===== config.mk =====
export PLATFORM = sky130hd
export DESIGN_NAME = hex_window_display
export DESIGN_NICKNAME = d
export VERILOG_FILES = /design/src/rtl/hex_window_display.sv
export SDC_FILE = /design/constraint.sdc
export NUM_CORES = 1
export LEC_CHECK = 0
export ABC_CLOCK_PERIOD_IN_PS = 2980
export CAP_MARGIN = 20
export CORE_MARGIN = 2
export CORE_UTILIZATION = 53
export CTS_CLUSTER_SIZE = 40
export DETAILED_ROUTE_END_ITERATION = 8
export GPL_ROUTABILITY_DRIVEN = 0
export HOLD_SLACK_MARGIN = 0.05
export PLACE_DENSITY = 0.91
export SLEW_MARGIN = 30
export SYNTH_ARGS = -nofsm -noshare
export SYNTH_HDL_FRONTEND = slang
export SYNTH_SLANG_ARGS = --single-unit
export TNS_END_PERCENT = 20

===== constraint.sdc =====
create_clock -name clk -period 2.98 [get_ports clk]
set_input_delay 0.596 -clock clk [delete_from_list [all_inputs] [get_ports clk]]
set_output_delay 0.596 -clock clk [all_outputs]
set_load 0.03 [all_outputs]

===== src/rtl/hex_window_display.sv =====
// hex_window_display: latches CHANNELS hex words and shows a DIGITS-wide nibble window of each
// on active-low 7-segment outputs. A debounced button slides the window.
// Optional feature: define LEADING_ZERO_BLANK_EN to blank leading-zero digits (digit 0 never blanks).
module hex_window_display #(
   parameter int DATA_W          = 16,
   parameter int DIGITS          = 3,
   parameter int CHANNELS        = 2,
   parameter int DEBOUNCE_CYCLES = 4,
   localparam int OFF_W          = (DATA_W / 4 > 1) ? $clog2(DATA_W / 4) : 1
) (
   input  logic                         clk,
   input  logic                         rst,
   // in_valid/in_ready: a word set transfers on a rising edge where both are high;
   // in_ready is simply !hold, and in_valid while in_ready is low is dropped, not queued.
   input  logic                         in_valid,
   output logic                         in_ready,
   input  logic [CHANNELS*DATA_W-1:0]   in_data,
   input  logic                         hold,
   input  logic                         btn,
   output logic [OFF_W-1:0]             win_offset,
   output logic [CHANNELS*DIGITS*7-1:0] seg_out,
   output logic [1:0]                   dbg_state
);

   localparam int NIBBLES = DATA_W / 4;
   localparam int CNT_W   = $clog2(DEBOUNCE_CYCLES);
   localparam logic [OFF_W-1:0] OFF_MAX  = OFF_W'(NIBBLES - DIGITS);
   // The sample that leaves IDLE/HELD is the first of the run, so the counter stops one short.
   localparam logic [CNT_W-1:0] CNT_LAST = CNT_W'(DEBOUNCE_CYCLES - 2);

   typedef enum logic [1:0] {
      IDLE      = 2'd0,
      PRESS_CNT = 2'd1,
      HELD      = 2'd2,
      REL_CNT   = 2'd3
   } db_state_t;

   db_state_t                   state_q, state_nxt;
   logic [CNT_W-1:0]            cnt_q;
   logic [1:0]                  sync_q;
   logic                        btn_s;
   logic                        advance;
   logic [OFF_W-1:0]            off_q;
   logic [CHANNELS*DATA_W-1:0]  data_q;
   logic [CHANNELS*DIGITS*7-1:0] seg_q, seg_nxt;
   logic [DATA_W-1:0]           word;
   logic [DATA_W-1:0]           upper;
   logic [6:0]                  digit;

   function automatic logic [6:0] glyph(input logic [3:0] nib);
      logic [6:0] g;
      g = 7'h40;
      case (nib)
         4'h0: g = 7'h40;
         4'h1: g = 7'h79;
         4'h2: g = 7'h24;
         4'h3: g = 7'h30;
         4'h4: g = 7'h19;
         4'h5: g = 7'h12;
         4'h6: g = 7'h02;
         4'h7: g = 7'h78;
         4'h8: g = 7'h00;
         4'h9: g = 7'h18;
         4'hA: g = 7'h08;
         4'hB: g = 7'h03;
         4'hC: g = 7'h27;
         4'hD: g = 7'h21;
         4'hE: g = 7'h06;
         4'hF: g = 7'h0E;
         default: g = 7'h40;
      endcase
      return g;
   endfunction

   assign btn_s = sync_q[1];

   always_ff @(posedge clk) begin
      if (rst) sync_q <= '0;
      else     sync_q <= {sync_q[0], btn};
   end

   // Debounce FSM: state register and counter (counter clears on every state entry)
   always_ff @(posedge clk) begin
      if (rst) begin
         state_q <= IDLE;
         cnt_q   <= '0;
      end else begin
         state_q <= state_nxt;
         if (state_nxt != state_q || state_q == IDLE || state_q == HELD) cnt_q <= '0;
         else                                                           cnt_q <= cnt_q + 1'b1;
      end
   end

   always_comb begin
      state_nxt = state_q;
      case (state_q)
         IDLE:      if (btn_s) state_nxt = PRESS_CNT;
         PRESS_CNT: if (!btn_s) state_nxt = IDLE;
                    else if (cnt_q == CNT_LAST) state_nxt = HELD;
         HELD:      if (!btn_s) state_nxt = REL_CNT;
         REL_CNT:   if (btn_s) state_nxt = HELD;
                    else if (cnt_q == CNT_LAST) state_nxt = IDLE;
         default:   state_nxt = IDLE;
      endcase
   end

   always_comb begin
      advance = 1'b0;
      if (state_q == PRESS_CNT && btn_s && cnt_q == CNT_LAST) advance = 1'b1;
   end

   always_ff @(posedge clk) begin
      if (rst) begin
         data_q <= '0;
         off_q  <= '0;
      end else begin
         if (in_valid && in_ready) data_q <= in_data;
         if (advance) off_q <= (off_q == OFF_MAX) ? '0 : off_q + 1'b1;
      end
   end

   always_comb begin
      seg_nxt = '0;
      word    = '0;
      upper   = '0;
      digit   = 7'h40;
      for (int c = 0; c < CHANNELS; c++) begin
         for (int k = 0; k < DIGITS; k++) begin
            word  = data_q[c*DATA_W +: DATA_W];
            upper = word >> (4 * (int'(off_q) + k));
            digit = glyph(upper[3:0]);
`ifdef LEADING_ZERO_BLANK_EN
            // upper holds this nibble and everything above it; all zero means a leading zero
            if (k > 0 && upper == '0) digit = 7'h7F;
`endif
            seg_nxt[(c*DIGITS+k)*7 +: 7] = digit;
         end
      end
   end

   always_ff @(posedge clk) begin
      if (rst) begin
         for (int i = 0; i < CHANNELS*DIGITS; i++) begin
`ifdef LEADING_ZERO_BLANK_EN
            seg_q[i*7 +: 7] <= (i % DIGITS == 0) ? 7'h40 : 7'h7F;
`else
            seg_q[i*7 +: 7] <= 7'h40;
`endif
         end
      end else begin
         seg_q <= seg_nxt;
      end
   end

   assign in_ready   = !hold;
   assign win_offset = off_q;
   assign seg_out    = seg_q;
   assign dbg_state  = state_q;

endmodule


== After elaboration in Yosys (flattened, before gate mapping) ==
Memory sizes are Yosys's and may differ from the RTL's. A register that Yosys moved wholly into a read port is not among the register bits.
Cells that the tools add are included.
Cells by class
  add/sub/neg operators: 4
  eq/ne operators: 6
  shift-type cells: 6
  mux-type cells: 9
  reduce and logical (&&, ||, !) cells: 8
Operators by type and width (number)
  16-bit by 32-bit right shift with 4-bit output: 2
  16-bit by 4-bit right shift with 4-bit output: 2
  16-bit by 5-bit right shift with 4-bit output: 2
  2-bit two-way mux: 7
  2-bit one-hot mux with 4 select lines: 1
  2-bit == test (second input constant): 3
  2-bit by 1-bit adder with 2-bit output (second input constant): 2
  2-bit by 1-bit == test with 1-bit output (second input constant): 2
  2-bit by 1-bit adder with 3-bit output (second input constant): 1
  2-bit by 2-bit adder with 3-bit output (second input constant): 1
  1-bit logical AND: 3
  2-bit zero test: 1
  1-bit logical OR: 2
  2-bit inequality test: 1
  2-bit OR reduction: 1
  1-bit zero test: 1
  1-bit two-way mux: 1
Storage, ports and cells
  register bits after elaboration: 40
  memory bits (read-only): 672
  input bits: 37
  output and inout port bits: 47
  word-level logic and storage cells: 44
  memories kept: 6
Memories
  (no name shown): words 16, width 7, read ports 1, clocked after memory_dff 1, write ports 0, line 53  | case (nib)
  (no name shown): words 16, width 7, read ports 1, clocked after memory_dff 1, write ports 0, line 53
  (no name shown): words 16, width 7, read ports 1, clocked after memory_dff 1, write ports 0, line 53
  (no name shown): words 16, width 7, read ports 1, clocked after memory_dff 1, write ports 0, line 53
  (no name shown): words 16, width 7, read ports 1, clocked after memory_dff 1, write ports 0, line 53
  (no name shown): words 16, width 7, read ports 1, clocked after memory_dff 1, write ports 0, line 53

== Logic depth before layout (Yosys ltp) ==
Gate-level depths: netlist (run 1).
  word-level depth: 8
  gate-level depth with buffers: 11
  gate-level depth less buffers: 8

== Worst setup path before layout (run 1) ==
No wires, ideal clock.
  path type: register to register
  from: register off_q[0] (netlist: win_offset[0])
  to: register seg_q[24] (netlist: seg_out[24])
  setup time: 69 ps
  arrival: 2497 ps
  data required time: 2911 ps
  path slack: 414 ps
  cell stages (with the launch flop): 9
  path buffers: 3
  clock period less this slack: 2566 ps
  cell sequence: dfxtp_1 -> buf_6 -> buf_12 -> buf_12 -> mux4_2 -> inv_1 -> ha_1 -> or4_1 -> o21ai_1
On the way
  cells in the longest elaborated chain, start to end: 1
RTL lines
  from (decl): line 43  | logic [OFF_W-1:0] off_q;
  from (signal assigned): line 118  | if (advance) off_q <= (off_q == OFF_MAX) ? '0 : off_q + 1'b1;
  16-bit by 4-bit right shift with 4-bit output: line 130  | upper = word >> (4 * (int'(off_q) + k));
  to (decl): line 45  | logic [CHANNELS*DIGITS*7-1:0] seg_q, seg_nxt;
No other way between the ends.
A chain may end at the register's enable or synchronous reset.

== Final worst setup path (run 1) ==
  from: register off_q[1] (netlist: win_offset[1])
  to: output win_offset[1]
RTL lines
  to (decl): line 20  | output logic [OFF_W-1:0] win_offset,
No word-level cell between the ends.

==> key figures, run 1 <==
Logic synthesis
  – Syn avg cell area: 9.02 um^2
  – Mapped Area: 4490 um^2
  – Register area share after synthesis: 36.5%
  – Synth area leaders: dfxtp_1 (37%), ha_1 (8.6%), nand2_1 (7.4%)
  – Synth area leader: dfxtp_1
  – Post-synth top cells: nand2_1 (88), dfxtp_1 (82), a21oi_1 (49)
  – Yosys reg bits: 82
  – Post-synth ARST share: 0%
  – Ys Warns: 0
  – Post-Syn Nets: 566
  – Most numerous cell in the Yosys netlist: nand2_1
  – Netlist cell types: 63
  – Yosys top cell area share: 36.5%
  – Mapped Cells: 498
  – Ys flop type: dfxtp_1
  – Post-synth EDFFs: 0

Worst setup path
  – Crit path max fanout: 23
  – WP data arrival: 2170 ps
  – Reg2reg start: win_offset[1]$_SDFFE_PP0P_
  – CP Launch Point: win_offset[1]$_SDFFE_PP0P_
  – Crit Path Category: reg -> out
  – CP Capture Type: output port
  – Kind of start point of the critical path: flop
  – WP data required: 2380 ps

Timing
  – Worst slew margin: 56.5%
  – Minimum clock period: 2770 ps
  – Final setup TNS: 0 ps
  – Worst clock skew: 9.90 ps
  – Fmax: 0.362 GHz
  – Fin. Hold Viols: 0
  – Final Cycle Share: 92.8%
  – RSZ-0062 raised after global routing: false
  – Slew @ Worst Pin: 652 ps
  – Max Slew Vio Count: 0
  – Endpoints failing setup: 0

Routing
  – Final ANT Viol Nets: 0
  – Avg Vias per Cell: 5.69
  – DR pass1 iterations: 5
  – DRT iter0 DRCs: 332
  – DR WL/cell: 15.0 um
  – Final wirelength: 10,200 um
  – Via count: 3,864
  – DRC Markers: 0

Clock tree
  – Clk sinks: 82
  – Post-CTS setup buffers: 0
  – # hold bufs at CTS: 0
  – Cts bufs inserted: 9
  – Skew-Pair Late Insertion Delay: 360 ps
  – Clock Tree Buf Depth: 2
  – Cell chosen for the clock root: clkbuf_8
  – Reg clk slew, reported paths: 80 ps
  – H-Tree Depth: 3
  – TritonCTS clock tree: done
  – Post_cts resized: 0

Cells and area
  – Register area: 1640 um^2
  – # fillers: 604
  – Proportion of layout cells with a drive suffix above 1: 9.76%
  – Area Growth Syn to Fin: 22.7%
  – # diodes: 0
  – Multi-input gate area: 2570 um^2
  – Core Util, Final: 67.1%
  – Final nets: 637

Global routing
  – GRT overflow: 0
  – Vias in the first global route: 3,614
  – First-pass GRT wire length: 16,500 um
  – Largest net degree at the start of global routing: 58
  – Initial antenna violation count: 0
  – Total Routing Usage GR: 22.8%

Die
  – Area of the core: 8220 um^2
  – Die Ht: 96.1 um
  – Row cnt: 33
  – Effective utilization at floorplan: 54.7%
  – Die W: 96.1 um
  – Die area: 9230 um^2
  – # IOs: 84

Place
  – Port bufs: 83
  – HPWL after DPL: 7500 um

Pwr
  – P_leak: 2.11 nW
  – Pwr Density: 425 nW/um^2
  – VDD IR-drop max: 0.278 mV
  – Total power: 0.00234 W

Min path
  – Hold Crit Class: reg -> reg
  – Hold Crit Start: cnt_q[0]$_SDFF_PP0_

Flow run
  – Max_cap viols: 0

Status
  – Run status: finished clean
[per-stage QoR]
step | setup slack [ps] | std cells | cell area [um^2] | hold slack [ps]
6_report | 214 | 679 | 5510 | 422
5_1_grt | 149 | 679 | 5510 | 443
4_1_cts | 242 | 679 | 5510 | 426
3_5_place_dp | 543 | 663 | 5330 | 416
3_3_place_gp | 589 | 663 | 5330 | 400
2_1_floorplan | 414 | 498 | 4490 | 392
[placed cells by master, fill, tap and decap left out, types with 5 or more instances in the layout]
cell type and count:
nand3_1 5, o211ai_1 11, or3_1 5, nor2b_1 6, mux4_2 9, a211oi_1 6
dfxtp_1 81, nand2_1 88, nor3_1 7, mux2i_1 26, o22a_1 5, nand2b_1 6
clkdlybuf4s50_1 82, ha_1 31, buf_4 9, clkbuf_8 12, a21oi_1 49, o21ai_1 5
a2bb2oi_1 5, inv_1 22, nor2_1 19
[power by group]
group / switching (W) / internal [W]
Sequential: 0.0000274 / 0.00115
Combinational: 0.000231 / 0.000193
Clock: 0.000378 / 0.000369
Total: 0.000637 / 0.00171
[cells by family after synthesis]
logic type | after synthesis | share of synthesized area, %
compound gates | 117 | 17.3
buf+inv | 56 | 6.24
mux | 47 | 13.7
simple gates | 163 | 17.2
xor+xnor | 2 | 0.390
fa+ha+maj | 31 | 8.63
flops | 82 | 36.5
[cell type report]
cell class | instances | share of cell area, %
well taps | 105 | 2.38
inverters | 25 | 1.70
repair buffers | 91 | 16.1
multi-input cells | 360 | 46.7
clock buffers | 14 | 3.13
flip-flops and latches | 82 | 29.8
clock inverters | 2 | 0.182
[final timing paths]
| kind | endpoint | slack, ps | depth (start not counted) |
|---|---|---|---|
| setup / recovery | win_offset[1] | 210 | 2 |
| hold / removal | cnt_q[0]$_SDFF_PP0_ | 420 | 1 |
| setup reg to reg | seg_out[35]$_SDFF_PP0_ | 500 | 6 |
| hold reg to reg | cnt_q[0]$_SDFF_PP0_ | 420 | 1 |
[registers in the layout, summed over array words and instances (netlist names)]
signal      cells
cnt_q           2
sync_q          2
dbg_state       2
seg_out        42
win_offset      2
data_q         32
[routing by layer]
| metal | GRT usage [%] | up-vias | share of wire [%] |
|---|---|---|---|
| met5 | 0 | - | 0 |
| met4 | 7.98 | 0 | 2.0 |
| li1 | - | 1889 | - |
| met1 | 28.7 | 1817 | 43 |
| met2 | 38.0 | 137 | 50 |
| met3 | 5.79 | 21 | 5.7 |
[worst max-delay path: stages (launching register included)]
cell             delay, ps
dfxtp_1                740
buf_4                  350
clkdlybuf4s50_1        710
Power figures use the tool's default switching activity.
==> run 2: changes to the inputs <==
Settings changed: CAP_MARGIN 20 to default, PLACE_DENSITY 0.91 to 0.81.
==> run 2 against run 1 <==
Compared with the run above:
- fmax up 6.1%
- first-iteration DRC count fell by 31%
- global-route usage fell by 0.37 points
- cell area is essentially flat
- hold slack about the same
- core utilization barely moved
- clock power is 2% lower
- die area is the same
- via count fell by 3.5%
- critical endpoint is now seg_out[8]$_SDFF_PP0_
- total power is 0.71% lower
==> key figures, run 2 (synthesis gave the netlist of run 1 again) <==
Status
  – Run status: finished clean

Min path
  – Hold EP: cnt_q[0]$_SDFF_PP0_
  – Hold Crit Start: cnt_q[0]$_SDFF_PP0_
  – Hold depth: 1 (unchanged)
  – Hold Crit Class: reg -> reg

Pwr
  – P_leak: 2.11 nW (about the same)
  – Sw frac: 26.6% (-0.52 points)
  – VDD IR-drop max: 0.222 mV (-20%)
  – Pwr Density: 422 nW/um^2 (-0.66%)
  – Comb power frac: 18.0% (about the same)
  – Share of total power in the clock network: 31.6% (-0.3 points)
  – Flop pwr share: 50.4% (+0.4 points)
  – P_sw: 0.000620 W (-2.6%)
  – Int Power: 0.00171 W (about the same)

Die
  – Die area: 9230 um^2 (unchanged)
  – Die W: 96.1 um (unchanged)
  – # IOs: 84 (unchanged)
  – Die Ht: 96.1 um (unchanged)
  – Effective utilization at floorplan: 54.7% (unchanged)
  – Area of the core: 8220 um^2 (unchanged)
  – Row cnt: 33 (unchanged)

Worst setup path
  – Crit-path slowest cell: dfxtp_2
  – Crit-path cells: buf_4 > mux2i_1 > o22a_1 > ha_1 > inv_1 > or4_1 > o31ai_1
  – Biggest cell delay along the critical path: 720 ps (-20 ps)
  – WP data arrival: 2870 ps (+700 ps)
  – Reg2reg start: win_offset[0]$_SDFFE_PP0P_
  – CP Capture Type: flop
  – Crit path max fanout: 23 (unchanged)
  – Kind of start point of the critical path: flop
  – CP Launch Point: win_offset[0]$_SDFFE_PP0P_
  – R2R Setup Slk: 370 ps (-130 ps)
  – R2R cell count: 7 (+1)
  – WP data required: 3240 ps (+860 ps)
  – Crit Path Category: reg -> reg
  – Critical R2R Capture: seg_out[8]$_SDFF_PP0_

Timing
  – Final worst slack: 373 ps (+159 ps)
  – Final setup TNS: 0 ps (unchanged)
  – Slew @ Worst Pin: 866 ps (+214 ps)
  – Worst slew margin: 42.2% (-14 points)
  – Final Cycle Share: 87.5% (-5.3 points)
  – RSZ-0062 raised after global routing: false
  – Worst clock skew: 8.87 ps (-1.03 ps)
  – Max Slew Vio Count: 0 (unchanged)
  – Fin. Hold Viols: 0 (unchanged)
  – Fmax: 0.384 GHz (+6.1%)
  – Endpoints failing setup: 0 (unchanged)
  – Minimum clock period: 2610 ps (-159 ps)

Global routing
  – Largest net degree at the start of global routing: 54 (-6.9%)
  – Global routing usage on met2: 36.6% (-1.4 points)
  – GRT overflow: 0 (unchanged)
  – Vias in the first global route: 3,487 (-3.5%)
  – Most used routing layer: met2
  – Total Routing Usage GR: 22.5% (-0.37 points)
  – Met1 usage: 29.8% (+1.1 points)
  – First-pass GRT wire length: 16,200 um (-1.6%)
  – Routing usage on met3: 4.70% (-1.1 points)
  – Initial antenna violation count: 0 (unchanged)

Cells and area
  – Multi-input gate area: 2570 um^2 (unchanged)
  – Area Growth Syn to Fin: 22.6% (about the same)
  – Proportion of layout cells with a drive suffix above 1: 9.76% (unchanged)
  – Final nets: 637 (unchanged)
  – # diodes: 0 (unchanged)
  – Most frequent cells in the layout: nand2_1 (88), clkdlybuf4s50_1 (82), dfxtp_1 (81), a21oi_1 (49), ha_1 (31)
  – # fillers: 668 (+11%)
  – Commonest non-fill, non-tap cell in the layout: nand2_1
  – Layout Cells excl Fill: 679 (unchanged)
  – Register area: 1640 um^2 (unchanged)
  – Max reg flops: 42 (unchanged)

Place
  – Pre-CTS setup slack: 400 ps (-143 ps)
  – Dpl cells: 663 (unchanged)
  – HPWL after DPL: 7260 um (-3.2%)
  – Port bufs: 83 (unchanged)

Routing
  – DR pass1 iterations: 4 (-1)
  – DR WL/cell: 14.3 um (-4.4%)
  – Avg Vias per Cell: 5.49 (-3.5%)
  – Final wirelength: 9720 um (-4.4%)
  – Final ANT Viol Nets: 0 (unchanged)
  – Via count: 3,729 (-3.5%)
  – DRC Markers: 0 (unchanged)
  – DRT iter0 DRCs: 229 (-31%)

Clock tree
  – Cell chosen for the clock root: clkbuf_8
  – # hold bufs at CTS: 0 (unchanged)
  – Post-CTS setup buffers: 0 (unchanged)
  – Clock Tree Buf Depth: 2 (unchanged)
  – Skew-Pair Late Insertion Delay: 340 ps (-20 ps)
  – Clk sinks: 82 (unchanged)
  – Cts bufs inserted: 9 (unchanged)
  – Post_cts resized: 0 (unchanged)
  – TritonCTS clock tree: done
  – H-Tree Depth: 3 (unchanged)
  – Reg clk slew, reported paths: 80 ps (about the same)

Flow run
  – Max_cap viols: 0 (unchanged)
==> run 2: cell counts in the layout (fill, tap and decap cells not counted) <==
Identical to the previous run, type by type.
==> run 2: power by group through the flow <==
stage	combinational (W)	sequential, W	clock (W)
3_5_place_dp	0.000418	0.00120	0
2_1_floorplan	0.000211	0.00125	0
6_report	0.000419	0.00117	0.000736
3_3_place_gp	0.000406	0.00120	0
5_1_grt	0.000459	0.00118	0.000806
4_1_cts	0.000420	0.00117	0.000753
==> run 2: worst max-delay path by stage <==
stage / endpoint / slack (ps)
after floorplan: seg_out[24]$_SDFF_PP0_ / 410
after global placement: seg_out[8]$_SDFF_PP0_ / 510
after detailed placement: seg_out[8]$_SDFF_PP0_ / 400
after CTS: seg_out[8]$_SDFF_PP0_ / 380
after global routing: seg_out[8]$_SDFF_PP0_ / 180
final: seg_out[8]$_SDFF_PP0_ / 370
==> run 2: critical path, delay by kind of cell, from the launching register on <==
kind	cells	cell delay, ps
flops	1	720
simple gates	1	520
buf+inv	2	410
compound gates	2	380
fa+ha+maj	1	380
mux	1	120
==> run 2: per-layer routing <==
layer / vias to the layer above / part of all wire [%]
li1: 1886 / -
met1: 1730 / 46
met2: 104 / 47
met3: 9 / 5.4
met4: 0 / 1.1
met5: - / 0
==> run 2: stage by stage <==
stage	cell area, um^2	hold WS (ps)	utilization, %	total power [W]
CTS	5510	420	67.1	0.00235
finish	5510	422	67.1	0.00233
floorplan	4490	392	-	0.00146
detailed placement	5330	410	64.8	0.00162
global route	5510	443	67.1	0.00244
global placement	5330	401	64.8	0.00160
==> run 2: area by class of cell <==
type | instances | area share (%)
clock buffers | 14 | 3.13
repair buffers | 91 | 16.1
flip-flops and latches | 82 | 29.8
inverters | 25 | 1.70
well taps | 105 | 2.38
multi-input cells | 360 | 46.7
clock inverters | 2 | 0.182
